[src/rtl/rx_burst_scheduler.sv]
// rx_burst_scheduler: issues fixed-length DDR write bursts into a ring buffer,
// tracking outstanding bursts, committed occupation and consumer releases.
module rx_burst_scheduler #(
  parameter int unsigned MAX_OUTSTANDING = 4,
  parameter int unsigned BEAT_BYTES      = 16
) (
  input  logic        aclk,
  input  logic        areset,
  input  logic        cfg_enable,
  input  logic        cfg_start_trigger,
  input  logic        cfg_single_loop,
  input  logic [47:0] cfg_base_addr,
  input  logic [31:0] cfg_buffer_size,
  input  logic [8:0]  cfg_burst_length,
  input  logic [31:0] cfg_burst_count,
  input  logic [15:0] fifo_level,
  input  logic        fifo_full,
  output logic        cmd_valid,
  input  logic        cmd_ready,
  output logic [47:0] cmd_addr,
  output logic [7:0]  cmd_len,
  input  logic        done_pulse,
  input  logic        rel_pulse,
  input  logic [16:0] rel_bytes,
  output logic        start_ack,
  output logic        busy,
  output logic [31:0] buffer_occupation,
  output logic        buffer_full,
  output logic        buffer_empty,
  output logic        buffer_overflow,
  output logic [31:0] overflow_count,
  output logic [31:0] burst_count_total
);

  typedef enum logic [2:0] {IDLE, ARMED, RUN, DRAIN, DONE} state_t;

  state_t      state_q, state_d;
  logic [47:0] base_q;
  logic [31:0] size_q;
  logic [8:0]  blen_q;
  logic [7:0]  len_m1_q;
  logic [31:0] bcount_q;
  logic        single_q;
  logic [31:0] offset_q;
  logic [3:0]  outstanding_q;
  logic [31:0] issued_q;
  logic [31:0] total_q;
  logic [31:0] occ_q;
  logic [31:0] ovf_cnt_q;
  logic        ovf_flag_q;
  logic        cmd_valid_q;

  logic [12:0] burst_bytes;
  logic [16:0] inflight;
  logic        space_ok, fifo_ok, out_ok, cnt_ok, single_done, run_exit;
  logic        set_valid, handshake, done_ok, ovf_inc;
  logic [32:0] off_inc;
  logic        off_wrap;
  logic [32:0] occ_add;
  logic [31:0] occ_next;

  assign burst_bytes = 13'(32'(blen_q) * BEAT_BYTES);
  assign inflight    = 17'(outstanding_q) * 17'(burst_bytes);

  // Space accounts for committed bytes plus bursts still in flight.
  assign space_ok    = (34'(occ_q) + 34'(inflight) + 34'(burst_bytes)) <= 34'(size_q);
  assign fifo_ok     = fifo_level >= 16'(blen_q);
  assign out_ok      = 32'(outstanding_q) < MAX_OUTSTANDING;
  assign cnt_ok      = !single_q || (issued_q < bcount_q);
  assign single_done = single_q && (issued_q == bcount_q);
  assign run_exit    = !cfg_enable || single_done;

  // cmd_valid is registered and only cleared by its handshake, which keeps
  // address/length stable and lets a pending command finish before DRAIN.
  assign set_valid = (state_q == RUN) && !cmd_valid_q && !run_exit &&
                     fifo_ok && out_ok && space_ok && cnt_ok;
  assign handshake = cmd_valid_q && cmd_ready;
  assign done_ok   = done_pulse && (outstanding_q != '0);

  assign off_inc  = 33'(offset_q) + 33'(burst_bytes);
  assign off_wrap = (off_inc + 33'(burst_bytes)) > 33'(size_q);

  // Completion is added before the release is subtracted so a matched
  // done/release pair leaves occupation unchanged even from zero.
  assign occ_add  = 33'(occ_q) + (done_ok ? 33'(burst_bytes) : '0);
  assign occ_next = rel_pulse ? ((occ_add > 33'(rel_bytes)) ? 32'(occ_add - 33'(rel_bytes)) : '0)
                              : occ_add[31:0];

  assign buffer_full  = (33'(occ_q) + 33'(burst_bytes)) > 33'(size_q);
  assign buffer_empty = (occ_q == '0);
  assign ovf_inc      = (state_q == RUN) && fifo_full && buffer_full && (ovf_cnt_q != '1);

  assign cmd_valid         = cmd_valid_q;
  assign cmd_addr          = base_q + 48'(offset_q);
  assign cmd_len           = len_m1_q;
  assign busy              = (state_q != IDLE);
  assign buffer_occupation = occ_q;
  assign buffer_overflow   = ovf_flag_q;
  assign overflow_count    = ovf_cnt_q;
  assign burst_count_total = total_q;

  // State register.
  always_ff @(posedge aclk or posedge areset) begin
    if (areset) state_q <= IDLE;
    else        state_q <= state_d;
  end

  // Next-state logic and the start acknowledge pulse.
  always_comb begin
    state_d   = state_q;
    start_ack = 1'b0;
    case (state_q)
      IDLE:  if (cfg_enable) state_d = ARMED;
      ARMED: begin
        if (!cfg_enable) state_d = IDLE;
        else if (cfg_start_trigger) begin
          state_d   = RUN;
          start_ack = 1'b1;
        end
      end
      RUN:   if (run_exit && !cmd_valid_q) state_d = DRAIN;
      DRAIN: begin
        if (outstanding_q == '0) begin
          if (single_done)      state_d = DONE;
          else if (!cfg_enable) state_d = IDLE;
        end
      end
      DONE:    if (!cfg_enable) state_d = IDLE;
      default: state_d = IDLE;
    endcase
  end

  // Run configuration latch, issue/complete bookkeeping and status counters.
  always_ff @(posedge aclk or posedge areset) begin
    if (areset) begin
      base_q        <= '0;
      size_q        <= '0;
      blen_q        <= '0;
      len_m1_q      <= '0;
      bcount_q      <= '0;
      single_q      <= 1'b0;
      offset_q      <= '0;
      outstanding_q <= '0;
      issued_q      <= '0;
      total_q       <= '0;
      occ_q         <= '0;
      ovf_cnt_q     <= '0;
      ovf_flag_q    <= 1'b0;
      cmd_valid_q   <= 1'b0;
    end else if (start_ack) begin
      base_q        <= cfg_base_addr;
      size_q        <= cfg_buffer_size;
      blen_q        <= cfg_burst_length;
      len_m1_q      <= 8'(cfg_burst_length - 9'd1);
      bcount_q      <= cfg_burst_count;
      single_q      <= cfg_single_loop;
      offset_q      <= '0;
      outstanding_q <= '0;
      issued_q      <= '0;
      total_q       <= '0;
      occ_q         <= '0;
      ovf_cnt_q     <= '0;
      ovf_flag_q    <= 1'b0;
      cmd_valid_q   <= 1'b0;
    end else begin
      if (set_valid)      cmd_valid_q <= 1'b1;
      else if (handshake) cmd_valid_q <= 1'b0;
      if (handshake) begin
        issued_q <= issued_q + 32'd1;
        offset_q <= off_wrap ? '0 : off_inc[31:0];
      end
      if (handshake && !done_ok)      outstanding_q <= outstanding_q + 4'd1;
      else if (!handshake && done_ok) outstanding_q <= outstanding_q - 4'd1;
      if (done_ok) total_q <= total_q + 32'd1;
      occ_q <= occ_next;
      if (ovf_inc) begin
        ovf_cnt_q  <= ovf_cnt_q + 32'd1;
        ovf_flag_q <= 1'b1;
      end
    end
  end

endmodule

[config.mk]
export PLATFORM = sky130hd
export DESIGN_NAME = rx_burst_scheduler
export DESIGN_NICKNAME = d
export VERILOG_FILES = /design/src/rtl/rx_burst_scheduler.sv
export SDC_FILE = /design/constraint.sdc
export NUM_CORES = 1
export LEC_CHECK = 0
export CORE_ASPECT_RATIO = 0.8
export CORE_MARGIN = 10
export CORE_UTILIZATION = 32
export CTS_CLUSTER_SIZE = 8
export DETAILED_ROUTE_END_ITERATION = 8
export GPL_TIMING_DRIVEN = 0
export PLACE_DENSITY = 0.56
export RECOVER_POWER = 100
export SYNTH_ARGS = -nofsm -noshare
export SYNTH_HDL_FRONTEND = slang
export SYNTH_SLANG_ARGS = --single-unit
[constraint.sdc]
create_clock -name aclk -period 11.06 [get_ports aclk]
set_input_delay 2.765 -clock aclk [delete_from_list [all_inputs] [get_ports aclk]]
set_output_delay 2.765 -clock aclk [all_outputs]
set_load 0.02 [all_outputs]
==> metrics.cfg, run 1 <==
[outcome]
outcome=complete, but fails checks
violations=max-capacitance violations, max-slew violations

[sta]
holdWs_ps=478
fmax_ghz=0.100
setup_viol=0
post-route-min-period_ps=9980
layout_setup_ws_ps=1080
skew_ps=23.0
tightestPinTransition_ps=3160
slew_headroom=-1.12
period_share=0.902
rsz0062_at_grt=false
hold_viol=0
drv_slew=310

[synthesis]
synthFlopType=dfrtp_1
synth_edf_count=0
synth_xor_xnor_area_share=0.0893
synth_fa_ha_area_frac=0.156
syn_area_sq_um=23900
ys_ff_latch=295
async_flop_share=1.00
synthCells=2842
synth_top_family_by_area=simple AND/OR/NAND/NOR gates
synth_fp_nets=3285
synth.yosys.warnings=0
synthMuxAreaShare=0.0135
ys_types=81
synth-seq-area-share=0.308
postSynthAreaPerCell_sq_um=8.42
synth_compound_area_frac=0.157
synth-simple-area-share=0.224

[placed_design]
numPortBuffers=319
dp_slack_ps=1180
post-place-cells=4165
dpl.hpwl_microns=66700
place_congestion=0.876

[global_route]
grt_use_met1=0.267
use_met3=0.0427
grt_use_met2=0.294
antenna_found_initial=9
grt_pass1_wl_microns=129000
grt_max_degree=121
track_usage=0.190
grt.overflow.total=0
grt_pass1_vias=21000
gr-max-usage-layer=met2

[worst_setup_path]
cp-end-kind=primary output
crit_slowest_cell=clkbuf_1
cp_top_family=buffers and inverters
crit_fanout=10
cp-start-kind=primary input
cp_common_cell=clkbuf_1
path_cells=dlygate4sd3_1 > nor2b_1 > nand3_1 > or2_2 > clkbuf_1 > inv_1 > clkbuf_1 > clkbuf_1 > clkbuf_1 > dlygate4sd3_1
max_stage_delay_ps=820
crit_type=primary input to primary output
crit_buf_inv=7
cp.arrival_ps=7210
rr_startpoint=outstanding_q[2]$_DFFE_PP0P_
worstPathRequired_ps=8300
cp-startpoint=cfg_enable

[routing]
wl_per_cell_microns=20.1
postRouteAntennaNets=0
avgViaCountPerCell=5.13
drt_wl_total_microns=84600
drt_iter0_drc=1684
first_pass_iters=5
num_vias=21600
route.detailed.drc=0

[final_layout]
fin_cells=4218
final_common_cell=nand2_1
fin_nets=3652
drive_gt1_frac=0.0317
fill_cells=7638
area_delta_synth_final_pct=23.2
final_cell_mix=nand2_1, dfrtp_1, ha_1
final_core_util=0.399

[die]
rows=89
io_pins=321
start_util=0.324
die_x_microns=326
core_sq_um=73900
die_y_microns=265
design.die.area_sq_um=86200

[job]
maxCapViolCount=4

[worst_hold_path]
hold_class=flop to flop
hold_path_startpoint=base_q[3]$_DFFE_PP0P_

[clocking]
cts_made_buffers=43
ctsResizeCount=0
cts_buffer_depth=3
cts_root_buf=clkbuf_16
clkLatencyLatePin_ps=590
tritoncts=done
cts_post_setup_buffers_inserted=0
hold_buffers=0
htree_levels=2
clkSlewWorstSetupHoldPaths_ps=50
cts.sinks=295

==> worst paths after layout <==
path	endpoint	slack [ps]	cells after the start
setup / recovery	start_ack	1080	10
hold / removal	base_q[3]$_DFFE_PP0P_	480	2
setup reg to reg	cmd_valid$_DFFE_PP0P_	2260	29
hold reg to reg	base_q[3]$_DFFE_PP0P_	480	2
max in group asynchronous	base_q[17]$_DFFE_PP0P_	3400	3
min in group asynchronous	buffer_occupation[4]$_DFF_PP0_	3530	2
==> through the flow <==
| step | TNS [ps] | area, sq um |
|---|---|---|
| after global placement | -1336760 | 28400 |
| after CTS | 0 | 29600 |
| after global routing | 0 | 29500 |
| final | 0 | 29500 |
| after floorplan | 0 | 23900 |
| after detailed placement | 0 | 28500 |
==> cell families after synthesis <==
group           after synthesis
buf+inv                     320
flops                       295
simple gates               1086
xor+xnor                    244
fa+ha+maj                   280
compound gates              585
mux                          32
==> flip-flops by register name (all words and copies together), names as in the netlist, 4 cells and up <==
name	flops
base_q	48
bcount_q	32
blen_q	9
buffer_occupation	32
burst_count_total	32
cmd_len	8
issued_q	32
offset_q	28
outstanding_q	4
overflow_count	32
size_q	32
==> final cells by class <==
| class | instances | area [sq um] | area share |
|---|---|---|---|
| diodes | 1 | 2.50 | 0.0000848 |
| clock buffers | 48 | 1100 | 0.0375 |
| repair buffers | 322 | 3210 | 0.109 |
| flip-flops and latches | 295 | 7380 | 0.250 |
| plain buffers | 115 | 457 | 0.0155 |
| clock inverters | 4 | 75.1 | 0.00255 |
| well taps | 1001 | 1250 | 0.0425 |
| multi-input cells | 2227 | 15200 | 0.517 |
| inverters | 205 | 771 | 0.0261 |
==> Yosys cell counts (30+ instances only) <==
cell type,count,area (sq um)
and2_1,54,338
nand2_1,394,1480
nor3_1,48,240
nand3_1,99,495
fa_1,30,601
nor4_1,40,250
xnor2_1,150,1310
xor2_1,94,823
clkbuf_1,88,330
a21oi_1,142,711
o21ai_0,160,801
nand4_1,60,375
ha_1,250,3130
nor2_1,200,751
dfrtp_1,295,7380
inv_1,205,769
mux2i_1,30,300
a21o_1,79,593
==> worst register-to-register path: cells and delay by family, from the launching register on <==
family	cells	cell delay, ps
AND/OR/NAND/NOR	6	1290
buffers and inverters	2	540
XOR/XNOR	2	390
flip-flops	1	430
AO/OA/AOI/OAI	13	3570
adder cells (fa/ha/maj)	6	2490
==> routing by layer <==
metal	routed length (microns)	share of wire
met4	1650	0.020
met1	40200	0.47
met5	94	0.0011
met3	5390	0.064
met2	37300	0.44
Power of run 1 is not shown: default switching activity piles up to over one toggle a cycle in this logic, so the estimate is an artifact.
==> run 2, diff against run 1 <==
--- a/config.mk
+++ b/config.mk
@@ -8,6 +8,7 @@
 export CORE_ASPECT_RATIO = 0.8
 export CORE_MARGIN = 10
 export CORE_UTILIZATION = 32
+export CTS_CLUSTER_DIAMETER = 150
 export CTS_CLUSTER_SIZE = 8
 export DETAILED_ROUTE_END_ITERATION = 8
 export GPL_TIMING_DRIVEN = 0
==> run 2 against run 1 <==
  * The run still ends with max-capacitance violations, max-slew violations left
  * Highest routed layer unchanged
  * Register-to-register slack lost 90 ps
  * Critical endpoint unchanged
  * Worst setup slack better by 46 ps
  * Clock skew increased by 25 ps
==> metrics.cfg, run 2 (synthesis gave the netlist of run 1 again) <==
[sta]
setup_viol=0  ; unchanged
holdWs_ps=478  ; about the same
drv_slew=310  ; unchanged
post-route-min-period_ps=9930  ; was 9980 ps
skew_ps=47.7  ; was 23.0 ps
rsz0062_at_grt=false  ; unchanged
hold_viol=0  ; unchanged
period_share=0.898  ; was 0.902
slew_headroom=-1.14  ; was -1.12
fmax_ghz=0.101  ; was 0.100 GHz
tightestPinTransition_ps=3200  ; was 3160 ps

[clocking]
cts_root_buf=clkbuf_16  ; unchanged
tritoncts=done  ; unchanged
hold_buffers=0  ; unchanged
ctsResizeCount=0  ; unchanged
cts_post_setup_buffers_inserted=0  ; unchanged
cts.sinks=295  ; unchanged
cts_buffer_depth=3  ; unchanged
htree_levels=2  ; unchanged
clkLatencyLatePin_ps=600  ; was 590 ps
clkSlewWorstSetupHoldPaths_ps=50  ; about the same
cts_made_buffers=42  ; was 43

[final_layout]
fin_nets=3651  ; was 3652
final_common_cell=nand2_1  ; unchanged
largest_reg_flops=48  ; unchanged
area_delta_synth_final_pct=23.0  ; was 23.2%
drive_gt1_frac=0.0308  ; was 0.0317
final_core_util=0.398  ; was 0.399
largest-register=base_q  ; unchanged
final_cell_mix=nand2_1, dfrtp_1, ha_1  ; unchanged

[job]
maxCapViolCount=4  ; unchanged

[worst_setup_path]
cp-end-kind=primary output  ; unchanged
rr_startpoint=outstanding_q[2]$_DFFE_PP0P_  ; unchanged
cp-startpoint=cfg_enable  ; unchanged
crit_slowest_cell=clkbuf_1  ; unchanged
max_stage_delay_ps=810  ; was 820 ps
crit_fanout=10  ; unchanged
path_cells=dlygate4sd3_1 > nor2b_1 > nand3_1 > or2_2 > clkbuf_1 > inv_1 > clkbuf_1 > clkbuf_1 > clkbuf_1 > dlygate4sd3_1  ; unchanged
cp.arrival_ps=7160  ; was 7210 ps
worstPathRequired_ps=8300  ; about the same
cp-start-kind=primary input  ; unchanged
crit_type=primary input to primary output  ; unchanged
cp_common_cell=clkbuf_1  ; unchanged

[die]
io_pins=321  ; unchanged
design.die.area_sq_um=86200  ; unchanged
die_y_microns=265  ; unchanged
core_sq_um=73900  ; unchanged
die_x_microns=326  ; unchanged
rows=89  ; unchanged
start_util=0.324  ; unchanged

[routing]
postRouteAntennaNets=0  ; unchanged
drt_iter0_drc=1553  ; was 1684
route.detailed.drc=0  ; unchanged
drt_wl_total_microns=84600  ; about the same
avgViaCountPerCell=5.14  ; was 5.13
wl_per_cell_microns=20.1  ; about the same
num_vias=21600  ; about the same
first_pass_iters=5  ; unchanged

[global_route]
grt_max_degree=121  ; unchanged
grt.overflow.total=0  ; unchanged
grt_pass1_wl_microns=129000  ; about the same
antenna_found_initial=8  ; was 9
track_usage=0.190  ; about the same
grt_pass1_vias=21100  ; was 21000

[outcome]
outcome=complete, but fails checks  ; unchanged
violations=max-capacitance violations, max-slew violations  ; unchanged

[placed_design]
numPortBuffers=319  ; unchanged
dpl.hpwl_microns=66700  ; unchanged
place_congestion=0.876  ; unchanged

[worst_hold_path]
hold_class=flop to flop  ; unchanged
hold_path_startpoint=base_q[3]$_DFFE_PP0P_  ; unchanged

-- run 2: cell count changes in the layout (fill, tap and decap cells not counted), sizes merged --
cell	before	now
clkbuf	150	145
inv	206	204
clkdlybuf4s50	158	159
clkinv	2	3
dlygate4sd3	161	160
-- run 2: layout make-up --
cell class	instances	area (sq um)
fillers	7624	44500
multi-input cells	2227	15200
flip-flops and latches	295	7380
repair buffers	322	3210
well taps	1001	1250
clock buffers	43	1050
inverters	205	771
plain buffers	115	457
clock inverters	3	76.3
diodes	1	2.50
-- run 2: final timing paths --
check | end | slack [ps] | cells past startpoint
worst max-delay path | start_ack | 1130 | 10
worst min register to register | base_q[3]$_DFFE_PP0P_ | 480 | 2
worst min-delay path | base_q[3]$_DFFE_PP0P_ | 480 | 2
worst max register to register | cmd_valid$_DFFE_PP0P_ | 2170 | 29
min in group asynchronous | buffer_occupation[4]$_DFF_PP0_ | 3530 | 2
max in group asynchronous | base_q[41]$_DFFE_PP0P_ | 3330 | 3
-- run 2: worst max-delay path, delay by kind of cell --
kind	cells	cell delay, ps
AND/OR/NAND/NOR	3	600
buffers and inverters	7	3760
-- run 2: layer usage --
layer	GRT usage	part of all wire	wire, microns
met5	0	0.0011	93
met4	0.0481	0.024	2030
met3	0.0437	0.066	5570
met2	0.292	0.44	37000
met1	0.265	0.47	39900
-- run 2: stage by stage --
step	cells	instance area [sq um]	setup slack, ps	TNS (ps)
detailed placement	4165	28500	1180	0
CTS	4211	29600	1170	0
global route	4211	29400	596	0
floorplan	2842	23900	148	0
global placement	4162	28400	-4600	-1336760
finish	4212	29400	1130	0
Power of run 2 is left out for the same reason.
